`src/rtl/sram_mem_controller.sv`:
```
// MEM-stage data memory controller: sequences each 32-bit load/store as two
// 16-bit SRAM transfers with programmable wait states, holding ready low meanwhile.
module sram_mem_controller #(
    parameter int WAIT_CYCLES = 1,
    parameter int ADDR_BASE   = 1024,
    parameter int SRAM_ADDR_W = 18
) (
    input  logic                   clk,
    input  logic                   rst,
    input  logic                   rdEn,
    input  logic                   wrEn,
    input  logic [31:0]            address,
    input  logic [31:0]            writeData,
    output logic [31:0]            readData,
    output logic                   ready,
    output logic [SRAM_ADDR_W-1:0] sramAddr,
    output logic [15:0]            sramDataOut,
    output logic                   sramDataOE,
    input  logic [15:0]            sramDataIn,
    output logic                   sramWeN,
    output logic                   sramOeN
);

    typedef enum logic [1:0] {IDLE, LOW, HIGH, DONE} state_t;

    localparam int CNT_W = (WAIT_CYCLES > 0) ? $clog2(WAIT_CYCLES + 1) : 1;
    localparam logic [CNT_W-1:0] CNT_LAST = CNT_W'(WAIT_CYCLES);

    state_t                   state_q, state_d;
    logic [CNT_W-1:0]         cnt_q, cnt_d;
    logic [SRAM_ADDR_W-2:0]   addr_q, addr_d;
    logic [31:0]              data_q, data_d;
    logic                     wr_q, wr_d;
    logic [31:0]              rdata_q, rdata_d;

    logic [31:0]              offset;
    logic [SRAM_ADDR_W-2:0]   word_addr;
    logic                     cnt_last;
    logic                     hi_phase;
    logic                     unused_offset_bits;

    // Offset wraps modulo the SRAM size; byte-lane bits are ignored.
    assign offset             = address - 32'(ADDR_BASE);
    assign word_addr          = offset[SRAM_ADDR_W:2];
    assign unused_offset_bits = ^{offset[31:SRAM_ADDR_W+1], offset[1:0]};
    assign cnt_last           = (cnt_q == CNT_LAST);
    assign hi_phase           = (state_q == HIGH);
    assign readData           = rdata_q;

    always_ff @(posedge clk or posedge rst) begin
        if (rst) begin
            state_q <= IDLE;
            cnt_q   <= '0;
            addr_q  <= '0;
            data_q  <= '0;
            wr_q    <= 1'b0;
            rdata_q <= '0;
        end else begin
            state_q <= state_d;
            cnt_q   <= cnt_d;
            addr_q  <= addr_d;
            data_q  <= data_d;
            wr_q    <= wr_d;
            rdata_q <= rdata_d;
        end
    end

    always_comb begin
        state_d     = state_q;
        cnt_d       = cnt_q;
        addr_d      = addr_q;
        data_d      = data_q;
        wr_d        = wr_q;
        rdata_d     = rdata_q;
        ready       = 1'b0;
        sramAddr    = '0;
        sramDataOut = '0;
        sramDataOE  = 1'b0;
        sramWeN     = 1'b1;
        sramOeN     = 1'b1;

        unique case (state_q)
            IDLE: begin
                ready = ~(rdEn | wrEn);
                if (rdEn | wrEn) begin
                    addr_d  = word_addr;
                    data_d  = writeData;
                    wr_d    = wrEn;
                    cnt_d   = '0;
                    state_d = LOW;
                end
            end
            LOW, HIGH: begin
                sramAddr = {addr_q, hi_phase};
                if (wr_q) begin
                    sramWeN     = 1'b0;
                    sramDataOE  = 1'b1;
                    sramDataOut = hi_phase ? data_q[31:16] : data_q[15:0];
                end else begin
                    sramOeN = 1'b0;
                end
                if (cnt_last) begin
                    cnt_d   = '0;
                    state_d = hi_phase ? DONE : HIGH;
                    // Capture on the last wait cycle, when SRAM data has settled.
                    if (!wr_q) begin
                        if (hi_phase) rdata_d[31:16] = sramDataIn;
                        else          rdata_d[15:0]  = sramDataIn;
                    end
                end else begin
                    cnt_d = cnt_q + CNT_W'(1);
                end
            end
            DONE: begin
                ready   = 1'b1;
                state_d = IDLE;
            end
            default: state_d = IDLE;
        endcase
    end

endmodule

```
`config.mk`:
```
export PLATFORM = sky130hd
export DESIGN_NAME = sram_mem_controller
export DESIGN_NICKNAME = d
export VERILOG_FILES = /design/src/rtl/sram_mem_controller.sv
export SDC_FILE = /design/constraint.sdc
export NUM_CORES = 1
export LEC_CHECK = 0
export CAP_MARGIN = 0
export CORE_AREA = 2 2 107 109
export CTS_CLUSTER_DIAMETER = 30
export DETAILED_ROUTE_END_ITERATION = 10
export DIE_AREA = 0 0 109 111
export PLACE_DENSITY = 0.71
export SLEW_MARGIN = 40
export SYNTH_ARGS = -nofsm -noshare
export SYNTH_HDL_FRONTEND = slang
export SYNTH_SLANG_ARGS = --single-unit
```
`constraint.sdc`:
```
create_clock -name clk -period 3.4 [get_ports clk]
set_input_delay 0.51 -clock clk [delete_from_list [all_inputs] [get_ports clk]]
set_output_delay 0.51 -clock clk [all_outputs]
set_load 0.1 [all_outputs]
```
==> impl_results.md, run 1 <==
- Die W: 109 um
- GRT Total Usage: 14.9%
- #FFs+latches synth: 85
- HPWL Detailed: 6420 um
- Final wirelength: 8830 um
- Final Cycle Share: 78.7%
- Final #Nets: 597
- Cell Area, Synth: 3750 um2
- Via count: 2999
- Syn Inst Count: 372
- Gr ovfl total: 0
- CP required: 2.89 ns
- Maxcap violations: 0
- Yosys top cell by area: dfrtp_1
- Antenna violations before repair: 0
- Worst-Skew Late Latency: 0.32 ns
- CTS H-tree depth: 3
- Diodes inserted: 0
- Fmax: 374 MHz
- Slew Viols, Final: 0
- Site Rows: 39
- CP top delay family: simple AND/OR/NAND/NOR gates
- Util after Layout: 50.6%
- Share of flip-flops with an asynchronous set or reset: 100%
- Worst-path cell chain: inv_1, ha_1, or3b_2, a21oi_1, buf_12
- Setup Skew: 0.00709 ns
- Slew headroom: 55.2%
- I/O pins: 154
- WS Path Type: flop to output pin
- Final hold violations: 0
- Clock sink count: 85
- Layout fillers: 1012
- DRT antenna net count: 0
- DP Area: 5330 um2
- Crit path DAT: 2.16 ns
- Yosys top cell area share: 56.8%
- Post-synthesis area per instance: 10.1 um2
- Mapped Nets: 460
- Ys flop type: dfrtp_1
- Post-route DRC: 0
- Die extent in y: 111 um
- Post-CTS Setup Inserts: 0
- Tightest Pin Transition: 0.673 ns
- # port buffers: 138
- Starting Density: 33.8%
- Routed vias/inst: 4.56
- Clk slew on worst S/H paths: 0.06 ns
- Layout area overhead: 49.6%
- PostCTS Resize Cnt: 0
- EDFF count, synth: 0
- Most frequent cell after synthesis: nand2_1
- RSZ-0062 raised after global routing: no
- Largest net degree at the start of global routing: 53
- CP max FO: 6
- Post-route cell area: 5610 um2
- Hold Path Class: flop to flop
- Count of cell types in the netlist: 32
- CTS buffer count: 9
- Hold buffer count at cts: 0
- Pre-antenna DRT Iters: 4
- Vias in the first global route: 3148
- Slowest-stage cell, CP: or3b_2
- Critical path's largest stage delay: 0.55 ns
- DIE AREA: 12100 um2
- Synth area leaders: dfrtp_1 (57%), nand2_1 (13%), mux2_2 (9.6%)
- Placeable Area: 11100 um2
- First-pass GRT wire length: 14500 um
- Commonest cells post-synth: nand2_1 (131), dfrtp_1 (85), mux2_2 (32)
- CTS tree: yes
- DRT iter0 DRCs: 77
- Post-synthesis sequential area ratio: 56.8%
- Clk root buf: clkbuf_16
- Count of final setup violators: 0
- WL/cell: 13.4 um
- Synth warnings: 0
- Status: complete, no violations
- CTS Buffer Depth: 2
- Layout cell share with drive strength beyond 1: 28.2%
- Final Critical Period: 2.67 ns
- CP endpoint kind: output pin
- Worst path bufs/invs: 2
- Critical path startpoint category: flop
- GPL Wtd Cong: 0.718
- Setup TNS: 0 ns
==> per-layer routing <==
metal  global-route usage [%]  vias up  routed length (um)
met5                        0        -                   0
met3                     4.06        6                 661
met2                     26.2       96                4360
met1                     17.6     1423                3740
met4                     4.44        0                  65
li1                         -     1474                   -
==> registers in the layout (all words and copies together), names as in the netlist <==
signal	flops
data_q	32
addr_q	17
cnt_last	1
wr_q	1
readData	32
state_q	2
==> path summary, 6_finish.rpt <==
check,startpoint,to,slack (ns),cells past startpoint
max,state_q[0]$_DFFE_PP0P_,ready,0.73,5
max reg2reg,state_q[0]$_DFFE_PP0P_,readData[1]$_DFFE_PP0P_,1.30,7
min reg2reg,addr_q[7]$_DFFE_PP0P_,addr_q[7]$_DFFE_PP0P_,0.47,2
min in group asynchronous,rst,readData[3]$_DFFE_PP0P_,0.55,2
min,addr_q[7]$_DFFE_PP0P_,addr_q[7]$_DFFE_PP0P_,0.47,2
max in group asynchronous,rst,data_q[28]$_DFFE_PP0P_,2.28,3
==> per-stage QoR <==
| stage | hold slack, ns | cells | setup WS, ns |
|---|---|---|---|
| CTS | 0.470 | 657 | 0.727 |
| finish | 0.468 | 657 | 0.726 |
| floorplan | 0.437 | 372 | 0.175 |
| global route | 0.481 | 657 | 0.621 |
| global placement | 0.451 | 641 | 0.829 |
| detailed placement | 0.455 | 641 | 0.790 |
==> cell usage in the layout (no fill, tap or decap), types with 3 or more instances in the layout <==
cell	netlist	final
clkdlybuf4s50_1	0	68
buf_4	1	25
nand2_1	131	130
ha_1	4	3
mux2i_1	17	17
or4_1	3	3
nor2_2	0	10
and2_1	17	17
mux2_2	32	32
dfrtp_1	85	85
nand2b_1	3	3
buf_12	0	20
a31oi_1	5	5
clkinv_4	0	3
nor2_1	21	11
a21oi_1	3	3
clkbuf_16	0	9
o21ai_0	6	6
inv_1	8	7
buf_2	3	32
==> cell families after synthesis <==
| group | count (synthesis) | share of synthesized area [%] |
|---|---|---|
| AOI/OAI and AO/OA | 20 | 3.21 |
| xor gates and xnor gates | 1 | 0.234 |
| adders and majority gates | 4 | 1.34 |
| buffers and inverters | 27 | 2.90 |
| DFF | 85 | 56.8 |
| muxes | 49 | 14.2 |
| and+or+nand+nor | 186 | 21.4 |
==> layout make-up <==
class | instances | area (um2) | area share (%)
inverter | 8 | 35.0 | 0.625
timing repair buffer | 145 | 1430 | 25.5
sequential | 85 | 2130 | 37.9
clock buffer | 9 | 225 | 4.02
multi-input combinational | 260 | 1560 | 27.8
tap | 143 | 179 | 3.19
clock inverter | 7 | 51.3 | 0.915
==> tightest hold or removal path: cells and delay by family (launching register included) <==
kind	cells	cell delay (ns)
flops	1	0.34
simple gates	2	0.10
Power of run 1 is left out: the tool's default activity adds up to more than one toggle a clock period on the data nets, which glitch-free logic cannot reach.
==> inputs of run 2 (changes only) <==
PLACE_DENSITY = 0.74   (was 0.71)
clock period = 2.4 ns   (was 3.4 ns; I/O delays follow)
==> impl_results.md, run 2 (synthesis results as in run 1) <==
- Origin of the critical flop-to-flop path: state_q[1]$_DFFE_PP0P_
- Antenna violations before repair: 0 (unchanged)
- Routed vias/inst: 4.65 (+1.8%)
- Most common cell after layout, fill and taps aside: nand2_1
- WL/cell: 14.1 um (+4.9%)
- Most frequent cells in the layout: nand2_1 (130), dfrtp_1 (85), clkdlybuf4s50_1 (68)
- CP required: 2.04 ns (-0.85 ns)
- Slew Viols, Final: 0 (unchanged)
- RSZ-0062 raised after global routing: no
- Starting Density: 33.8% (unchanged)
- Fin Hold WS: 0.465 ns (-0.00264 ns)
- Post-CTS Setup Inserts: 0 (unchanged)
- Layout fillers: 927 (-8.4%)
- # port buffers: 138 (unchanged)
- Maxcap violations: 0 (unchanged)
- Hold Path Class: input pin to async pin
- Die W: 109 um (unchanged)
- Critical path startpoint category: flop
- Worst Reg2Reg Path Length in Cells: 6 (-1)
- Vias in the first global route: 3175 (+0.86%)
- Worst setup margin: 0.127 ns (-0.599 ns)
- Die extent in y: 111 um (unchanged)
- HPWL Detailed: 6880 um (+7.1%)
- Slew headroom: 56.9% (+1.8 points)
- DRT antenna net count: 0 (unchanged)
- Tightest Pin Transition: 0.645 ns (-0.0277 ns)
- CTS Buffer Depth: 2 (unchanged)
- GPL Wtd Cong: 0.796 (+11%)
- Crit path DAT: 1.91 ns (-0.25 ns)
- Critical path's largest stage delay: 0.44 ns (-0.11 ns)
- Final hold violations: 0 (unchanged)
- CTS buffer count: 9 (unchanged)
- Final Critical Period: 2.27 ns
- Gr ovfl total: 0 (unchanged)
- Layout cell share with drive strength beyond 1: 30.4% (+2.2 points)
- Diodes inserted: 0 (unchanged)
- Status: complete, no violations
- DIE AREA: 12100 um2 (unchanged)
- Layout area overhead: 62.3%
- First-pass GRT wire length: 15000 um (+3.7%)
- Setup TNS: 0 ns (unchanged)
- Clock sink count: 85 (unchanged)
- Post-route cell area: 6080 um2 (+8.5%)
- Final Cycle Share: 94.7%
- Final #Nets: 601 (+0.67%)
- CP max FO: 6 (unchanged)
- Via count: 3066 (+2.2%)
- Placeable Area: 11100 um2 (unchanged)
- WS Path Type: flop to output pin
- I/O pins: 154 (unchanged)
- Clk root buf: clkbuf_16
- Post-Place Setup Slack: 0.248 ns (-0.542 ns)
- Final wirelength: 9310 um (+5.4%)
- Worst-Skew Late Latency: 0.33 ns (about the same)
- Worst-path cell chain: inv_1, ha_2, or3b_4, a21oi_4, buf_12
- Post-route DRC: 0 (unchanged)
- CTS tree: yes
- Clk slew on worst S/H paths: 0.06 ns (about the same)
- Hold buffer count at cts: 0 (unchanged)
- DP Area: 5790 um2 (+8.6%)
- Pre-antenna DRT Iters: 4 (unchanged)
- DRT iter0 DRCs: 93 (+21%)
- CP endpoint kind: output pin
- Count of final setup violators: 0 (unchanged)
- Setup Skew: 0.00827 ns (+0.00118 ns)
- Site Rows: 39 (unchanged)
- Critical path origin: state_q[0]$_DFFE_PP0P_
- GRT Total Usage: 15.8% (+0.86 points)
- Largest net degree at the start of global routing: 33 (-38%)
- Slowest-stage cell, CP: or3b_4
- CTS H-tree depth: 3 (unchanged)
- Fmax: 440 MHz
[run 2: cell count changes in the layout (fill, tap and decap cells not counted), sizes merged]
cell      change
buf           +4
bufinv        +1
clkbuf        +1
clkinv        -5
clkinvlp      +3
inv           -1
[run 2: worst paths after layout]
path	endpoint	slack [ns]
max in group asynchronous	data_q[11]$_DFFE_PP0P_	1.37
max	ready	0.13
min	data_q[21]$_DFFE_PP0P_	0.47
min in group clk	data_q[12]$_DFFE_PP0P_	0.47
max reg2reg	readData[2]$_DFFE_PP0P_	0.42
min reg2reg	data_q[12]$_DFFE_PP0P_	0.47
[run 2: layout make-up]
cell class              count  area, um2  share of cell area (%)
repair buffers            149       1800                    29.6
clock buffers              10        229                    3.76
inverters                   8       37.5                   0.617
well taps                 143        179                    2.94
clock inverters             5       61.3                    1.01
flip-flops and latches     85       2130                    35.0
multi-input cells         260       1650                    27.1
[run 2: critical path: cells and delay by family, from the launching register on]
| kind | cells | cell delay [ns] |
|---|---|---|
| DFF | 1 | 0.40 |
| and+or+nand+nor | 1 | 0.44 |
| buffers and inverters | 2 | 0.32 |
| AOI/OAI and AO/OA | 1 | 0.18 |
| adders and majority gates | 1 | 0.24 |
[run 2: repair_timing]
item / CTS / global route
gates resized for setup: 1 / 1
pin swaps: 0 / 0
endpoints found under the setup margin: 1 / 27
[run 2: metal layers]
layer | wire (um) | track usage (%) | vias up
met3 | 629 | 4.23 | 11
met5 | 0 | 0 | -
met4 | 97 | 4.27 | 0
li1 | - | - | 1487
met2 | 4720 | 28.3 | 102
met1 | 3860 | 18.3 | 1466
[run 2: stage by stage]
step,std cells,util [%]
finish,660,54.9
global route,660,54.9
CTS,660,54.9
detailed placement,645,52.3
global placement,645,52.3
floorplan,372,-
Power of run 2 is left out for the same reason.
==> inputs of run 3 (changes only) <==
CTS_CLUSTER_SIZE = 25   (was not set)
REMOVE_ABC_BUFFERS = 1   (was not set)
==> impl_results.md, run 3 (synthesis results as in run 1) <==
- Fmax: 444 MHz (+0.99%)
- Layout fillers: 976 (+5.3%)
- Critical path origin: state_q[0]$_DFFE_PP0P_
- Placed Cells: 646 (+0.16%)
- Post-Layout Cell Count: 660 (unchanged)
- Count of final setup violators: 0 (unchanged)
- Most common cell after layout, fill and taps aside: nand2_1
- Worst-Skew Late Latency: 0.33 ns (about the same)
- CTS Buffer Depth: 2 (unchanged)
- Status: complete, no violations
- HPWL Detailed: 6730 um (-2.1%)
- Multi-input logic area: 1530 um2 (-7.0%)
- Final wirelength: 9190 um (-1.2%)
- Most frequent cells in the layout: nand2_1 (131), dfrtp_1 (85), clkdlybuf4s50_1 (68)
- Total area of sequential cells: 2130 um2 (unchanged)
- Tightest Pin Transition: 0.539 ns (-0.106 ns)
- CTS buffer count: 9 (unchanged)
- Layout cell share with drive strength beyond 1: 26.5% (-3.9 points)
- Via count: 3057 (-0.29%)
- WL/cell: 13.9 um (-1.2%)
- Post-route DRC: 0 (unchanged)
- Origin of the critical flop-to-flop path: state_q[1]$_DFFE_PP0P_
- Final Critical Period: 2.25 ns (-0.0223 ns)
- Largest net degree at the start of global routing: 34 (+3.0%)
- CTS tree: yes
- Die extent in y: 111 um (unchanged)
- DIE AREA: 12100 um2 (unchanged)
- CTS H-tree depth: 3 (unchanged)
- I/O pins: 154 (unchanged)
- Clock sink count: 85 (unchanged)
- Maxcap violations: 0 (unchanged)
- Worst flop-to-flop path endpoint: readData[6]$_DFFE_PP0P_
- Clk slew on worst S/H paths: 0.06 ns (about the same)
- Post-CTS Setup Inserts: 0 (unchanged)
- Gr ovfl total: 0 (unchanged)
- Final hold violations: 0 (unchanged)
- Final Cycle Share: 93.8% (-0.93 points)
- RSZ-0062 raised after global routing: no
- Slew Viols, Final: 0 (unchanged)
- Site Rows: 39 (unchanged)
- Layout area overhead: 58.7%
- CP max FO: 6 (unchanged)
- GPL Wtd Cong: 0.773 (-2.9%)
- DRT iter0 DRCs: 57 (-39%)
- Slew headroom: 64.0% (+7.1 points)
- Setup slack, reg-to-reg: 0.50 ns (+0.08 ns)
- CP endpoint kind: output pin
- Setup Skew: 0.00554 ns (-0.00273 ns)
- Placeable Area: 11100 um2 (unchanged)
- Pre-antenna DRT Iters: 4 (unchanged)
- # port buffers: 138 (unchanged)
- Hold Path Class: input pin to async pin
- First-pass GRT wire length: 15100 um (+0.97%)
- Die W: 109 um (unchanged)
- Setup crit end: ready
- Diodes inserted: 0 (unchanged)
- Routed vias/inst: 4.63 (-0.29%)
- Worst Reg2Reg Path Length in Cells: 6 (unchanged)
- Final #Nets: 602 (+0.17%)
- GRT Total Usage: 16.0% (+0.17 points)
- Crit path DAT: 1.89 ns (-0.02 ns)
- Antenna violations before repair: 0 (unchanged)
- Vias in the first global route: 3179 (+0.13%)
- Clk root buf: clkbuf_16
- WS Path Type: flop to output pin
- Critical path startpoint category: flop
- CP required: 2.04 ns (about the same)
- DRT antenna net count: 0 (unchanged)
- Starting Density: 33.8% (unchanged)
[run 3: cell count changes in the layout (fill, tap and decap cells not counted), sizes merged]
cell / delta
clkinvlp: -5
buf: +1
clkinv: +3
clkbuf: +2
bufinv: -1
[run 3: worst max-delay path, stage by stage (launching register included)]
cell and delay, ns:
dfrtp_1 0.40, inv_1 0.09, ha_2 0.24, or3b_4 0.43, a21oi_2 0.20, buf_12 0.19
[run 3: how the worst min path moves through the flow]
| stage | start | endpoint | slack [ns] | cells past startpoint |
|---|---|---|---|---|
| floorplan | addr_q[6]$_DFFE_PP0P_ | addr_q[6]$_DFFE_PP0P_ | 0.44 | 2 |
| global placement | addr_q[1]$_DFFE_PP0P_ | addr_q[1]$_DFFE_PP0P_ | 0.45 | 2 |
| detailed placement | addr_q[0]$_DFFE_PP0P_ | addr_q[0]$_DFFE_PP0P_ | 0.46 | 2 |
| CTS | rst | readData[7]$_DFFE_PP0P_ | 0.41 | 2 |
| global route | rst | readData[23]$_DFFE_PP0P_ | 0.43 | 2 |
| finish | rst | readData[1]$_DFFE_PP0P_ | 0.40 | 2 |
[run 3: layer usage]
metal	up-vias	track usage (%)	wire (um)
met1	1461	20.1	3940
li1	1484	-	-
met4	0	5.47	87
met3	8	4.35	695
met2	104	26.3	4470
met5	-	0	0
[run 3: final cells by class]
cell class	count	area share, %
multi-input cells	260	25.8
clock inverters	2	0.168
inverters	8	0.526
clock buffers	12	4.31
well taps	143	3.01
flip-flops and latches	85	35.8
repair buffers	150	30.4
[run 3: per-stage QoR]
step           hold WS [ns]  instance area, um2  util (%)  setup WS, ns  TNS (ns)
3_5_place_dp          0.460                5670      51.2         0.164         0
5_1_grt               0.426                5950      53.7        0.0553         0
6_report              0.395                5950      53.7         0.149         0
2_1_floorplan         0.437                3670         -         -1.32    -59.28
3_3_place_gp          0.452                5670      51.2         0.185         0
4_1_cts               0.414                5940      53.6      0.000362         0
[run 3: repair_timing]
| action | 4_1_cts | 5_1_grt |
|---|---|---|
| endpoints found under the setup margin | 1 | 1 |
| gates resized for setup | 1 | 2 |
| hold buffers | 0 | 0 |
Power of run 3 is left out for the same reason.
